==> config.mk <==
export PLATFORM = sky130hd
export DESIGN_NAME = shrg_ctrl
export DESIGN_NICKNAME = d
export VERILOG_FILES = /design/src/rtl/shrg_ctrl.sv
export SDC_FILE = /design/constraint.sdc
export NUM_CORES = 1
export LEC_CHECK = 0
export CAP_MARGIN = 20
export CORE_MARGIN = 8
export CORE_UTILIZATION = 40
export DETAILED_ROUTE_END_ITERATION = 16
export PLACE_DENSITY = 0.72
export SLEW_MARGIN = 20
export SYNTH_ARGS = -nofsm -noshare
export SYNTH_HDL_FRONTEND = slang
export SYNTH_SLANG_ARGS = --single-unit
==> constraint.sdc <==
create_clock -name clk -period 2.44 [get_ports clk]
set_input_delay 0.366 -clock clk [delete_from_list [all_inputs] [get_ports clk]]
set_output_delay 0.366 -clock clk [all_outputs]
set_load 0.02 [all_outputs]
==> src/rtl/shrg_ctrl.sv <==
// shrg_ctrl: sequencer for one shrg shift register.
// Arbitrates between a serial bit stream, deserialized N bits at a time, and
// a host parallel-load request. It drives the shrg shift/wri/set/data controls
// and offers each committed word to a consumer over valid/ready.
// Optional feature: define SHRG_CTRL_TIMEOUT_EN to abort a partial serial word
// after TO_CYC idle cycles in SHIFT. The abort pulses err and issues no set.
//
// state  | meaning
// -------+----------------------------------------------------------------
// IDLE   | no word in flight; accepts a serial bit or a host load
// SHIFT  | collecting serial bits; cnt = bits received so far
// LOAD   | wri=1 for one cycle, so the shrg buffer takes the parallel word
// COMMIT | set=1 for one cycle, so shrg.o takes the buffer
// HOLD   | word_valid=1 until the consumer takes the word; serial stalled
module shrg_ctrl #(
    parameter int N      = 8,
    parameter int TO_CYC = 16
) (
    input  logic clk,
    input  logic reset,
    input  logic ser_valid,
    input  logic ser_bit,
    output logic ser_ready,
    input  logic ld_req,
    output logic ld_ack,
    output logic shift,
    output logic wri,
    output logic set,
    output logic data,
    output logic word_valid,
    input  logic word_ready,
    output logic busy,
    output logic err
);

    localparam int CW = $clog2(N + 1);
    localparam logic [CW-1:0] CNT_LAST = CW'(N - 1);

    typedef enum logic [2:0] {
        IDLE   = 3'd0,
        SHIFT  = 3'd1,
        LOAD   = 3'd2,
        COMMIT = 3'd3,
        HOLD   = 3'd4
    } state_t;

    state_t        state;
    logic [CW-1:0] cnt;

    // A pending load holds off serial only at a word boundary; mid-word the
    // serial stream keeps priority.
    assign ser_ready = ((state == IDLE) && (!ld_req || (cnt != '0))) ||
                       (state == SHIFT);
    assign shift     = ser_valid & ser_ready;
    assign data      = ser_bit;
    assign busy      = (state != IDLE) || (cnt != '0);

`ifdef SHRG_CTRL_TIMEOUT_EN
    localparam int TW = $clog2(TO_CYC + 1);
    localparam logic [TW-1:0] TO_LOAD = TW'(TO_CYC);

    // Idle-cycle down-counter, reloaded on every accepted bit.
    logic [TW-1:0] to_cnt;
`else
    assign err = 1'b0;
`endif

    // Sequencer state, bit counter and registered control outputs.
    always_ff @(posedge clk or negedge reset) begin
        if (!reset) begin
            state      <= IDLE;
            cnt        <= '0;
            ld_ack     <= 1'b0;
            wri        <= 1'b0;
            set        <= 1'b0;
            word_valid <= 1'b0;
`ifdef SHRG_CTRL_TIMEOUT_EN
            err        <= 1'b0;
            to_cnt     <= '0;
`endif
        end else begin
            ld_ack <= 1'b0;
            wri    <= 1'b0;
            set    <= 1'b0;
`ifdef SHRG_CTRL_TIMEOUT_EN
            err    <= 1'b0;
`endif
            case (state)
                IDLE: begin
                    if (ld_req && (cnt == '0)) begin
                        state  <= LOAD;
                        ld_ack <= 1'b1;
                        wri    <= 1'b1;
                    end else if (shift) begin
                        state  <= SHIFT;
                        cnt    <= CW'(1);
`ifdef SHRG_CTRL_TIMEOUT_EN
                        to_cnt <= TO_LOAD;
`endif
                    end
                end
                SHIFT: begin
                    if (shift) begin
                        if (cnt == CNT_LAST) begin
                            state <= COMMIT;
                            cnt   <= '0;
                            set   <= 1'b1;
                        end else begin
                            cnt <= cnt + CW'(1);
                        end
`ifdef SHRG_CTRL_TIMEOUT_EN
                        to_cnt <= TO_LOAD;
                    end else if (to_cnt <= TW'(1)) begin
                        state <= IDLE;
                        cnt   <= '0;
                        err   <= 1'b1;
                    end else begin
                        to_cnt <= to_cnt - TW'(1);
`endif
                    end
                end
                LOAD: begin
                    state <= COMMIT;
                    set   <= 1'b1;
                end
                COMMIT: begin
                    state      <= HOLD;
                    word_valid <= 1'b1;
                end
                HOLD: begin
                    if (word_ready) begin
                        state      <= IDLE;
                        word_valid <= 1'b0;
                    end
                end
                default: state <= IDLE;
            endcase
        end
    end

endmodule
---- Word-level counts from Yosys, hierarchy flattened ----
Index checks and enable logic that the tools add are counted.
word-level totals
  register bits ........................... 10
cells by class
  add/sub/neg operators ................... 1
  equal/unequal tests ..................... 11
  multiplexer cells ....................... 18
  bitwise operators ....................... 1
  reductions and logical operators ........ 15
operators by type and width
  cell                                                    count
  2-to-1 mux 4 bit                                        4
  2-to-1 mux 3 bit                                        5
  case mux 3 bit (5 select lines)                         1
  inequality test 2 bit (second input constant)           4
  case mux 4 bit (2 select lines)                         1
  AND reduction 4 bit                                     2
  equality test 3 x 2 -> 1 bit (second input constant)    2
  2-to-1 mux 1 bit                                        5
  adder 4 x 1 -> 4 bit (second input constant)            1
  equality test 4 x 3 -> 1 bit (second input constant)    1
  logical NOT 4 bit                                       1
  case mux 1 bit (2 select lines)                         2
  nonzero test 2 bit                                      2
  nonzero test 4 bit                                      1
  equality test 3 x 1 -> 1 bit (second input constant)    1
  equality test 3 bit (second input constant)             1
  logical NOT 3 bit                                       1
  logical OR 1 bit                                        3
  inequality test 3 x 2 -> 1 bit (second input constant)  1
  nonzero test 3 bit                                      1
  logical AND 1 bit                                       2
  inequality test 2 x 1 -> 1 bit (second input constant)  1
  AND reduction 2 bit                                     1
  AND 1 bit                                               1
  logical NOT 1 bit                                       1

---- Depth between registers and ports, before layout ----
  depth in word-level cells ............... 8
  mapped depth ............................ 5
  depth with buffers taken out ............ 5

---- Worst setup path after synthesis ----
Ideal clock, no wire load.
  path kind ............................... flip-flop to output port
  start ................................... register cnt[0]
  end ..................................... output ser_ready
  data arrival time ....................... 1.357 ns
  required time ........................... 2.074 ns
  slack ................................... 0.717 ns
  stages on the path, launching flop included .. 6
  cells stage by stage .................... dfrtp_1 > inv_1 > ha_1 > nand4bb_1 > nor2_1 > nor3_1
between the ends
  word-level cells in the longest chain between the ends .. 4
ends and longest elaborated chain
  element                 line  text
  start, declared         48    logic [CW-1:0] cnt;
  start signal, assigned  109   cnt <= cnt + CW'(1);
  nonzero test 4 bit      52    assign ser_ready = ((state == IDLE) && (!ld_req || (cnt != '0))) ||
  logical OR 1 bit        52
  logical AND 1 bit       52
  logical OR 1 bit        52
  end, declared           23    output logic ser_ready,
No other way between the ends.

---- Worst setup path after layout ----
  start ................................... register cnt[1]
  end ..................................... output shift
between the ends
  word-level cells in the longest chain between the ends .. 5
ends and longest elaborated chain
  element             line  text
  nonzero test 4 bit  52
  logical OR 1 bit    52
  logical AND 1 bit   52
  logical OR 1 bit    52
  AND 1 bit           54    assign shift = ser_valid & ser_ready;
  end, declared       26    output logic shift,
No other way between the ends.

==> out/metrics.yaml <==
die:
  pin_count: 15
  die_w_um: 54.8
  core_um2: 1450
  num_rows: 14
  dieArea_um2: 3000
  fp.dieH_um: 54.8
  initial_core_util_pct: 41.4
placed_design:
  routabilityCongestion: 0.889
  portBuffers: 11
  dpl.hpwl_um: 948
synthesis:
  synth-edff-count: 0
  yosysUniqueCellTypes: 30
  synth_top_area_share_pct: 41.6
  ys_top_cells_by_area: "dfrtp_1 (42%), ha_1 (4.2%), a211oi_1 (3.7%)"
  synth_ff_type: "dfrtp_1"
  netlist_instances: 64
  syn-num-nets: 72
  yosysWarnings: 0
  synth_largest_area_cell: "dfrtp_1"
  seq_area_frac_synth_pct: 41.6
  synth.avg_cell_area_um2: 9.40
  async_flop_share_pct: 100
  ys_ff_latch: 10
  syn_area_um2: 602
power:
  ir_drop_mv: 0.620
  p_clk_share_pct: 20.3
  p_int_uw: 458
  swShare_pct: 37.2
  power_density_nw_per_um2: 943
  p_leak_uw: 0.000334
  comb_power_share_pct: 40.3
  seqPwrFrac_pct: 39.3
  p_switching_uw: 271
critical_path:
  crit_type: "flop to primary output"
  r2r-start: "cnt[0]"
  cp-start-kind: "flop"
  required_ps: 2070
  cp-end-kind: "primary output"
  cp_max_fo: 4
  rrSetupSlack_ps: 930
  timing.rr.end: "set"
  arrival_ps: 1860
  rr_worst_depth: 5
cts:
  cts_root_buffer: "clkbuf_4"
  cts_hold_buf: 0
  cts_tree: "yes"
  clock-sinks: 10
  htree_levels: 1
  cts_buffers: 3
  clkLatencyLatePin_ps: 270
  clkTransAtPathRegs_ps: 70
  cts.path.max_buffers: 2
finish:
  fin_util_pct: 53.2
  ff_latch_area_um2: 250
  multi_input_area_um2: 297
  fill_cells: 141
  diodes: 0
  finalNetCount: 87
  drive_above_1_share_pct: 17.9
  final_cell_mix: "clkdlybuf4s50_1 (11), dfrtp_1 (10), buf_4 (6)"
  layout_commonest_cell: "clkdlybuf4s50_1"
  area_growth_pct: 28.5
route:
  dr.pass1.iters: 4
  vias_per_cell: 5.36
  drcViolationCount: 0
  final_antenna_net_count: 0
  wl_per_cell_um: 13.5
  drtIter0Drc: 9
  vias: 504
  wirelength_um: 1270
timing:
  drv_slew: 0
  fin_crit_sh_pct: 91.2
  fmax_ghz: 0.449
  period_needed_ps: 2230
  finalSetupViolCount: 0
  timing.hold.ws_ps: 421
  fin_worst_skew_ps: 6.40
  fin_tns_setup_ps: 0
  rsz0062_at_grt: "false"
  hold_viol: 0
status:
  status: "finished, final reports clean"
flow_run:
  max-cap-violations: 0
global_routing:
  first_global_vias: 482
  grt_pass1_wl_um: 2130
  antenna_found_initial: 0
  grt_start_max_net_pins: 13
  grtUsageTotal_pct: 9.80
  grt_overflow: 0
hold_path:
  hp-class: "input port to async pin"
[cells in the mapped netlist (all sizes together) (2+ instances only)]
master	n
nor3	2
a21o	2
nand4bb	2
a21oi	3
ha	2
nor4	2
buf	6
nand3b	2
nor2	4
a211oi	3
o211ai	2
inv	4
nand4b	2
nand2	5
nand3	2
dfrtp	10
[per-layer routing]
metal | part of all wire, % | GRT usage, %
met1 | 46 | 11.4
met4 | 1.3 | 2.87
met2 | 41 | 14.3
met3 | 11 | 6.52
met5 | 0 | 0
[critical path, cell delays in order, from the launching register on]
cell and delay (ps):
dfrtp_1 410, inv_1 70, ha_1 150, nand4bb_1 140, o21ai_1 220, inv_1 60, clkdlybuf4s50_1 540
[logic make-up after synthesis]
kind of cell    Yosys count  synth area share (%)
simple gates             27                  29.5
buf+inv                  11                  9.15
compound gates           13                  15.0
fa+ha+maj                 2                  4.16
other cells               1                 0.623
flops                    10                  41.6
[metrics by stage]
stage	worst slack, ps	power [µW]	area [µm²]	instances
final	214	729	773	94
after global routing	51.2	793	773	94
after CTS	124	734	773	94
after detailed placement	196	582	737	90
after global placement	221	575	737	90
after floorplan	717	480	602	64
[state kept, by name, indices dropped and copies added (netlist names)]
name / cells
state: 3
word_valid: 1
cnt: 4
set: 1
wri: 1
[repair_timing]
item	in CTS	in global routing
setup endpoints to repair	0	1
setup buffers	0	0
gates resized for setup	0	1
[how the worst max path moves through the flow]
stage               from         to  depth (start not counted)
6_report          cnt[1]      shift                          6
5_1_grt           cnt[0]  ser_ready                          6
3_3_place_gp   ser_valid      shift                          5
4_1_cts           cnt[1]      shift                          6
2_1_floorplan     cnt[0]  ser_ready                          5
3_5_place_dp      ld_req      shift                          5
[power groups by stage]
stage,Sequential [µW],Combinational (µW),Clock (µW)
after floorplan,273,208,0
after global placement,288,288,0
after detailed placement,288,294,0
after CTS,286,295,153
after global routing,298,332,163
final,287,294,148
[area by class of cell]
type                            instances  area share (%)
Inverter                                4            1.94
Clock buffer                            4            4.69
Timing Repair Buffer                   17            20.1
Sequential cell                        10            32.4
Multi-Input combinational cell         43            38.3
Tap cell                               16            2.59
No activity file was read; power rests on OpenSTA's default activity.
